## config.mk

```make
export PLATFORM = sky130hd
export DESIGN_NAME = rd_control
export DESIGN_NICKNAME = d
export VERILOG_FILES = /design/src/rtl/rd_control.sv
export SDC_FILE = /design/constraint.sdc
export NUM_CORES = 1
export LEC_CHECK = 0
export CORE_MARGIN = 10
export CORE_UTILIZATION = 30
export CTS_BUF_LIST = sky130_fd_sc_hd__clkbuf_8
export DETAILED_ROUTE_END_ITERATION = 7
export DONT_BUFFER_PORTS = 1
export RECOVER_POWER = 50
export REMOVE_ABC_BUFFERS = 1
export SYNTH_ARGS = -nofsm -noshare
export SYNTH_HDL_FRONTEND = slang
export SYNTH_SLANG_ARGS = --single-unit
```

## constraint.sdc

```tcl
create_clock -name clk -period 1.6 [get_ports clk]
set_input_delay 0.16 -clock clk [delete_from_list [all_inputs] [get_ports clk]]
set_output_delay 0.16 -clock clk [all_outputs]
set_load 0.02 [all_outputs]
```

## src/rtl/rd_control.sv

```systemverilog
// Read-side staggered wavefront generator for one memArr bank feeding the systolic array.
// Optional stall gating is enabled by defining RD_CONTROL_STALL_EN.
module rd_control #(
  parameter int unsigned width_height = 16,
  parameter int unsigned addr_width   = 8
) (
  input  logic                                 clk,
  input  logic                                 reset,
  input  logic                                 active,
`ifdef RD_CONTROL_STALL_EN
  input  logic                                 stall,
`endif
  output logic [width_height-1:0]              rd_en,
  output logic [addr_width*width_height-1:0]   rd_addr,
  output logic                                 busy,
  output logic                                 done
);

  localparam logic [width_height-1:0] LaneOne = width_height'(1);
  localparam logic [addr_width-1:0]   AddrOne = addr_width'(1);

  typedef enum logic [1:0] {StIdle, StFill, StDrain} state_e;

  state_e                              r_state, w_state_d;
  logic [width_height-1:0]             r_en, w_en_d;
  logic [addr_width*width_height-1:0]  r_addr, w_addr_d;
  logic                                r_busy, w_busy_d;
  logic                                r_done, w_done_d;
  logic                                w_stall;

`ifdef RD_CONTROL_STALL_EN
  assign w_stall = stall;
`else
  assign w_stall = 1'b0;
`endif

  always_ff @(posedge clk) begin
    if (!reset) begin
      r_state <= StIdle;
      r_en    <= '0;
      r_addr  <= '0;
      r_busy  <= 1'b0;
      r_done  <= 1'b0;
    end else begin
      r_state <= w_state_d;
      r_en    <= w_en_d;
      r_addr  <= w_addr_d;
      r_busy  <= w_busy_d;
      r_done  <= w_done_d;
    end
  end

  always_comb begin
    w_state_d = r_state;
    w_en_d    = r_en;
    w_addr_d  = r_addr;
    w_busy_d  = r_busy;
    w_done_d  = 1'b0;

    // Lanes enabled this cycle step to their next row.
    if ((r_state != StIdle) && !w_stall) begin
      for (int i = 0; i < int'(width_height); i++) begin
        if (r_en[i]) begin
          w_addr_d[addr_width*i +: addr_width] = r_addr[addr_width*i +: addr_width] + AddrOne;
        end
      end
    end

    unique case (r_state)
      StIdle: begin
        w_en_d   = '0;
        w_addr_d = '0;
        w_busy_d = 1'b0;
        if (active) begin
          w_en_d    = LaneOne;
          w_busy_d  = 1'b1;
          // A single-lane array is already full on the start edge.
          w_state_d = (width_height == 1) ? StDrain : StFill;
        end
      end
      StFill: begin
        if (!w_stall) begin
          w_en_d = (r_en << 1) | LaneOne;
          if (&w_en_d) w_state_d = StDrain;
        end
      end
      StDrain: begin
        if (!w_stall) begin
          w_en_d = r_en << 1;
          if (w_en_d == '0) begin
            w_state_d = StIdle;
            w_addr_d  = '0;
            w_busy_d  = 1'b0;
            w_done_d  = 1'b1;
          end
        end
      end
      default: begin
        w_state_d = StIdle;
        w_en_d    = '0;
        w_addr_d  = '0;
        w_busy_d  = 1'b0;
      end
    endcase
  end

  // Stall masks the enables only; addresses and busy stay visible.
  assign rd_en   = w_stall ? '0 : r_en;
  assign rd_addr = r_addr;
  assign busy    = r_busy;
  assign done    = r_done;

endmodule

```

==> results.json, run 1 <==
{
  "synth_top_family_by_area": "simple AND/OR/NAND/NOR gates",
  "worstSetupStartpoint": "rd_en[10]$_SDFF_PN0_",
  "ys_ff_latch": 148,
  "drv_slew": 0,
  "worstPathArrival_ns": 2.05,
  "row_count": 52,
  "regToRegSetupSlack_ns": -0.12,
  "synthToLayoutAreaGrowth_pct": 39.01,
  "drtAntennaViolNets": 0,
  "switching_share_pct": 23.84,
  "yosysSeqAreaShare_pct": 47.11,
  "final-seq-area_um2": 2994,
  "fin_skew_ns": 0.01532,
  "drt-vias-per-instance": 4.415,
  "holdCritPathClass": "primary input to register",
  "initial_core_util_pct": 30.79,
  "end_kind": "register",
  "rsz0062_at_grt": "yes",
  "n_antenna_cell": 0,
  "worstSkewPairLatency_ns": 0.45,
  "synth-simple-area-share_pct": 26.50,
  "synth_mux_area_share_pct": 2.865,
  "cts-buffers-inserted": 17,
  "vdd.ir_drop.worst_mv": 0.7951,
  "io_pins": 149,
  "cts.sinks": 148,
  "drive_above_1_share_pct": 27.05,
  "synth_xor_xnor_area_share_pct": 15.04,
  "internal_power_w": 0.006034,
  "cts_tree": "yes",
  "synth_compound_area_share_pct": 1.770,
  "num-nets-final": 891,
  "clock_power_share_pct": 41.1,
  "synth_area_per_cell_um2": 9.037,
  "maxCapViolCount": 0,
  "period_needed_ns": 1.720,
  "antenna_found_initial": 0,
  "ys_warn_count": 0,
  "multi_input_area_um2": 3550,
  "status": "finished with violations",
  "drtIter0Drc": 186,
  "r2r-end": "rd_addr[97]$_SDFF_PN0_",
  "path_class": "register to register",
  "numPortBuffers": 0,
  "firstDrtPassIters": 4,
  "die_h_um": 164.8,
  "netlist_area_um2": 6290,
  "fill_cells": 1991,
  "reg2reg_from": "rd_en[10]$_SDFF_PN0_",
  "setup_ws_ns": -0.1198,
  "grtUsageTotal_pct": 12.03,
  "p_leak_nw": 2.866,
  "power_frac_comb_pct": 11.8,
  "h-tree-depth": 4,
  "globalplace.congestion": 0.7752,
  "critPathRequiredTime_ns": 1.93,
  "setup_viol": 128,
  "grt_start_max_net_pins": 25,
  "stdcell_area_um2": 8743,
  "hpwl_mm": 12.15,
  "wl_per_cell_um": 14.93,
  "reg2reg_depth": 7,
  "violations": "negative setup slack",
  "die_area_um2": 27160,
  "cts-root-buf": "clkbuf_8",
  "dpl_cell_area_um2": 7696,
  "crit_end": "rd_addr[97]$_SDFF_PN0_",
  "fmax_mhz": 581.5,
  "crit_path_start_kind": "register",
  "hold_viol": 0,
  "powerDensity_nw_per_um2": 906.2,
  "timing.hold.ws_ns": 0.07893,
  "clk_pin_slew_worst_paths_ns": 0.08,
  "synthCells": 696,
  "drc": 0,
  "grt_pass1_vias": 4970,
  "core-area_um2": 20430,
  "worst_path_max_delay_cell": "dfxtp_2",
  "synth_fa_ha_area_share_pct": 3.979,
  "path_cells": "nor4_4 > a41oi_2 > o211ai_4 > buf_6 > buf_12 > clkbuf_16 > nor2_2",
  "num_vias": 5077,
  "gr-total-overflow": 0,
  "relSlewSlack_pct": 70.65,
  "tightest_slew_ns": 0.4402,
  "yosysUniqueCellTypes": 31,
  "seqPwrFrac_pct": 47.1,
  "p_sw_w": 0.001889,
  "path_max_fanout": 5,
  "period_share_pct": 107.5,
  "cts_buffer_depth": 2,
  "die_x_um": 164.8,
  "drt_wl_total_mm": 17.17,
  "slowest_delay_ns": 0.34,
  "grt_pass1_wl_mm": 25.76
}
cell families after synthesis:
| family | count (synthesis) |
|---|---|
| adder cells (fa/ha/maj) | 20 |
| AND/OR/NAND/NOR | 366 |
| multiplexers | 18 |
| AO/OA/AOI/OAI | 15 |
| flip-flops | 148 |
| XOR/XNOR | 108 |
| buffers and inverters | 21 |
critical path: cells and delay by family, from the launching register on:
| family | cells | cell delay (ns) |
|---|---|---|
| DFF | 1 | 0.34 |
| AOI/OAI and AO/OA | 2 | 0.44 |
| and+or+nand+nor | 2 | 0.35 |
| buffers and inverters | 3 | 0.46 |
flip-flops by register name, indices dropped and copies added, names as in the netlist:
name     flops
busy         1
done         1
r_state      2
rd_addr    128
rd_en       16
layout by cell type, fill, tap and decap left out, drive strengths merged, types with 20 or more instances in the layout:
cell type | Yosys | routed
nor2 | 153 | 153
dfxtp | 148 | 148
buf | 14 | 120
nand2 | 96 | 96
xnor2 | 90 | 90
clkbuf | 4 | 70
nor3 | 33 | 33
ha | 20 | 20
worst min path at each step:
stage,end,start,depth (start not counted)
global placement,rd_en[0]$_SDFF_PN0_,reset,1
CTS,r_state[1]$_SDFFE_PN0P_,active,2
global route,r_state[1]$_SDFFE_PN0P_,active,2
detailed placement,rd_en[0]$_SDFF_PN0_,reset,1
finish,r_state[1]$_SDFFE_PN0P_,active,2
floorplan,done$_SDFF_PN0_,reset,2
what timing repair did:
action / in CTS / in global routing
setup buffers: 5 / 6
resized for setup: 55 / 69
pin swaps: 44 / 27
hold buffers: 2 / 0
setup endpoints to repair: 144 / 134
hold endpoints to repair: 5 / 0
gates cloned: 1 / 8
routing by layer:
| layer | track usage, % | vias up | wire, um |
|---|---|---|---|
| met2 | 19.31 | 100 | 8171 |
| met1 | 13.81 | 2346 | 7214 |
| met4 | 3.140 | 0 | 123 |
| met5 | 0 | - | 0 |
| met3 | 6.273 | 9 | 1658 |
| li1 | - | 2622 | - |
synthesized netlist by cell type, drive strengths merged:
library cell | count | area [um2]
or3 | 5 | 31.28
nand3b | 17 | 127.6
xor2 | 18 | 157.7
nor2 | 153 | 574.3
buf | 14 | 146.4
a21oi | 4 | 20.02
o31ai | 1 | 7.510
nor3b | 1 | 7.510
mux2i | 18 | 180.2
nor3 | 33 | 165.2
and2 | 16 | 100.1
o21ai | 5 | 25.02
nor2b | 17 | 106.4
ha | 20 | 250.2
or4 | 1 | 7.510
nand2 | 96 | 360.4
nand4 | 7 | 43.79
nor4 | 18 | 131.4
clkbuf | 4 | 15.01
and3 | 1 | 6.260
xnor2 | 90 | 788.3
nand3 | 1 | 5.000
o211ai | 1 | 12.51
a21boi | 1 | 7.510
a211oi | 1 | 12.51
dfxtp | 148 | 2963
a41oi | 1 | 16.27
inv | 3 | 11.26
o311a | 1 | 10.01
power by group through the flow:
| stage | Sequential, W | Combinational [W] | Clock (W) |
|---|---|---|---|
| after detailed placement | 0.00382 | 0.000677 | 0 |
| after global routing | 0.00373 | 0.00100 | 0.00350 |
| after floorplan | 0.00383 | 0.000287 | 0 |
| after global placement | 0.00382 | 0.000676 | 0 |
| final | 0.00373 | 0.000936 | 0.00326 |
| after CTS | 0.00374 | 0.000792 | 0.00337 |
per-stage QoR:
stage	total power (W)	TNS (ns)	setup slack [ns]	std cells	utilization, %
floorplan	0.004114	-285.06	-2.228	678	-
global placement	0.004492	-7.159	-0.1058	1098	37.67
detailed placement	0.004494	-9.592	-0.1272	1098	37.67
CTS	0.007895	-3.049	-0.05916	1137	41.41
global route	0.008233	-20.44	-0.1909	1150	42.80
finish	0.007923	-11.17	-0.1198	1150	42.80
cell type report:
class / count / share of cell area [%]
flip-flops and latches: 148 / 34.24
inverters: 3 / 0.1288
multi-input cells: 527 / 40.60
clock buffers: 21 / 3.306
repair buffers: 171 / 16.10
clock inverters: 10 / 1.760
well taps: 270 / 3.864
Power figures use the tool's default switching activity.
==> run 2: changes to the inputs <==
--- a/config.mk
+++ b/config.mk
@@ -6,10 +6,11 @@
 export NUM_CORES = 1
 export LEC_CHECK = 0
 export CORE_MARGIN = 10
-export CORE_UTILIZATION = 30
+export CORE_UTILIZATION = 59
 export CTS_BUF_LIST = sky130_fd_sc_hd__clkbuf_8
 export DETAILED_ROUTE_END_ITERATION = 7
 export DONT_BUFFER_PORTS = 1
+export PLACE_DENSITY = 0.78
 export RECOVER_POWER = 50
 export REMOVE_ABC_BUFFERS = 1
 export SYNTH_ARGS = -nofsm -noshare
==> run 2 against run 1 <==
Net effect:
- the run still ends with negative setup slack left
- final area is 0.56% lower
- via count rose by 10%
- largest cell class unchanged
- final cell count shrank 13%
- largest power group unchanged
- clock power decreased by 15%
- sequential share of layout area is essentially flat
- critical endpoint is now rd_addr[82]$_SDFF_PN0_
- combinational power rose by 14%
==> results.json, run 2 (synthesized netlist as in run 1, its figures left out) <==
{
  "drive_above_1_share_pct": 29.49,
  "p_leak_nw": 2.824,
  "cts_tree": "yes",
  "cts_buffer_depth": 2,
  "setup_viol": 131,
  "hpwl_mm": 11.75,
  "drt_wl_total_mm": 20.15,
  "core-area_um2": 10370,
  "final_common_cell": "dfxtp_1",
  "firstDrtPassIters": 5,
  "pre_cts_ws_ns": -0.2690,
  "grtUsageTotal_pct": 23.83,
  "die_area_um2": 15190,
  "drv_slew": 0,
  "finalNonFillerCells": 1004,
  "num-nets-final": 880,
  "cts-root-buf": "clkbuf_8",
  "worstSkewPairLatency_ns": 0.46,
  "drtIter0Drc": 448,
  "hold_viol": 0,
  "die_h_um": 123.3,
  "vdd.ir_drop.worst_mv": 0.8948,
  "antenna_found_initial": 0,
  "h-tree-depth": 4,
  "io_pins": 149,
  "gr-total-overflow": 0,
  "num_vias": 5608,
  "p_sw_w": 0.001922,
  "powerDensity_nw_per_um2": 871.0,
  "fill_cells": 598,
  "tightest_slew_ns": 0.4809,
  "crit_path_start_kind": "register",
  "period_needed_ns": 1.853,
  "wl_per_cell_um": 20.07,
  "relSlewSlack_pct": 67.94,
  "drc": 0,
  "internal_power_w": 0.005651,
  "violations": "negative setup slack",
  "drt-vias-per-instance": 5.586,
  "n_antenna_cell": 0,
  "numPortBuffers": 0,
  "holdCritPathClass": "primary input to register",
  "end_kind": "register",
  "power_frac_comb_pct": 14.2,
  "drtAntennaViolNets": 0,
  "clk_pin_slew_worst_paths_ns": 0.08,
  "globalplace.congestion": 0.9224,
  "seqPwrFrac_pct": 49.3,
  "status": "finished with violations",
  "placedCellCount": 947,
  "layout_common_cells": "140 x dfxtp_1, 97 x buf_4, 96 x nand2_1, 93 x nor2_1, 89 x xnor2_1",
  "die_x_um": 123.3,
  "cts.sinks": 148,
  "initial_core_util_pct": 60.65,
  "grt_pass1_vias": 5553,
  "switching_share_pct": 25.38,
  "rsz0062_at_grt": "yes",
  "path_max_fanout": 6,
  "setup_ws_ns": -0.2534,
  "worstPathArrival_ns": 2.23,
  "row_count": 37,
  "fin_skew_ns": 0.01540,
  "grt_start_max_net_pins": 33,
  "grt_pass1_wl_mm": 28.59,
  "period_share_pct": 115.8,
  "clock_power_share_pct": 36.5,
  "cts-buffers-inserted": 17,
  "maxCapViolCount": 0,
  "critPathRequiredTime_ns": 1.98,
  "fmax_mhz": 539.5,
  "synthToLayoutAreaGrowth_pct": 38.23,
  "largest_reg_flops": 128,
  "path_class": "register to register"
}
==> run 2: cell types whose count changed in the layout (fill, tap and decap cells not counted), moves of 4 or more <==
| cell | delta |
|---|---|
| nor2_4 | +36 |
| nor2_1 | -33 |
| buf_16 | +9 |
| buf_12 | -7 |
| dfxtp_1 | +7 |
| clkbuf_8 | +5 |
| buf_4 | -4 |
| bufinv_16 | -4 |
| clkbuf_1 | -4 |
| dfxtp_2 | -4 |
| nor3_1 | +4 |
==> run 2: layout make-up <==
class / instances / area, um2 / area share [%]
multi-input combinational: 527 / 3784 / 43.52
sequential: 148 / 2978 / 34.25
timing repair buffer: 160 / 1375 / 15.82
clock buffer: 26 / 357.8 / 4.116
tap: 136 / 170.2 / 1.957
clock inverter: 4 / 18.77 / 0.2159
inverter: 3 / 11.26 / 0.1295
==> run 2: critical path, stage by stage (launching register included) <==
cell       delay (ns)
dfxtp_2          0.33
inv_2            0.08
buf_4            0.13
ha_2             0.17
inv_1            0.05
a41oi_2          0.29
o211ai_4         0.13
buf_12           0.15
buf_12           0.14
clkbuf_16        0.17
nor2_2           0.15
==> run 2: metal layers <==
| metal | vias to the layer above | wire (um) | GRT usage (%) |
|---|---|---|---|
| li1 | 2608 | - | - |
| met1 | 2709 | 7410 | 25.96 |
| met2 | 247 | 10330 | 40.51 |
| met3 | 44 | 1970 | 9.982 |
| met4 | 0 | 433 | 9.170 |
| met5 | - | 0 | 0 |
==> run 2: final timing paths <==
kind	from	end	slack, ns	cells after the start
worst max-delay path	r_state[0]$_SDFFE_PN0P_	rd_addr[82]$_SDFF_PN0_	-0.25	10
worst min-delay path	active	r_state[1]$_SDFFE_PN0P_	0.09	2
worst max register to register	r_state[0]$_SDFFE_PN0P_	rd_addr[82]$_SDFF_PN0_	-0.25	10
worst min register to register	rd_addr[89]$_SDFF_PN0_	rd_addr[89]$_SDFF_PN0_	0.56	2
==> run 2: timing repair <==
| action | CTS | global route |
|---|---|---|
| hold buffers | 2 | 0 |
| pin swaps | 48 | 37 |
| setup buffers | 9 | 7 |
| endpoints found under the setup margin | 131 | 142 |
| resized for setup | 100 | 79 |
| hold endpoints to repair | 5 | 0 |
| cloned | 8 | 3 |
==> run 2: power groups by stage <==
stage | sequential (W) | combinational, W | clock [W]
after CTS | 0.00374 | 0.000830 | 0.00276
after global routing | 0.00374 | 0.00111 | 0.00292
after detailed placement | 0.00382 | 0.000580 | 0
after global placement | 0.00381 | 0.000570 | 0
final | 0.00373 | 0.00107 | 0.00277
after floorplan | 0.00383 | 0.000287 | 0
==> run 2: per-stage QoR <==
| step | total power, W | hold slack [ns] | util, % | area, um2 | TNS, ns |
|---|---|---|---|---|---|
| 2_1_floorplan | 0.004114 | 0.2812 | - | 6128 | -285.06 |
| 3_3_place_gp | 0.004385 | 0.2902 | 70.69 | 7331 | -9.146 |
| 3_5_place_dp | 0.004397 | 0.2897 | 70.69 | 7331 | -16.38 |
| 4_1_cts | 0.007329 | 0.05845 | 81.23 | 8423 | -14.15 |
| 5_1_grt | 0.007765 | 0.07485 | 83.84 | 8695 | -35.20 |
| 6_report | 0.007573 | 0.08693 | 83.84 | 8695 | -24.32 |
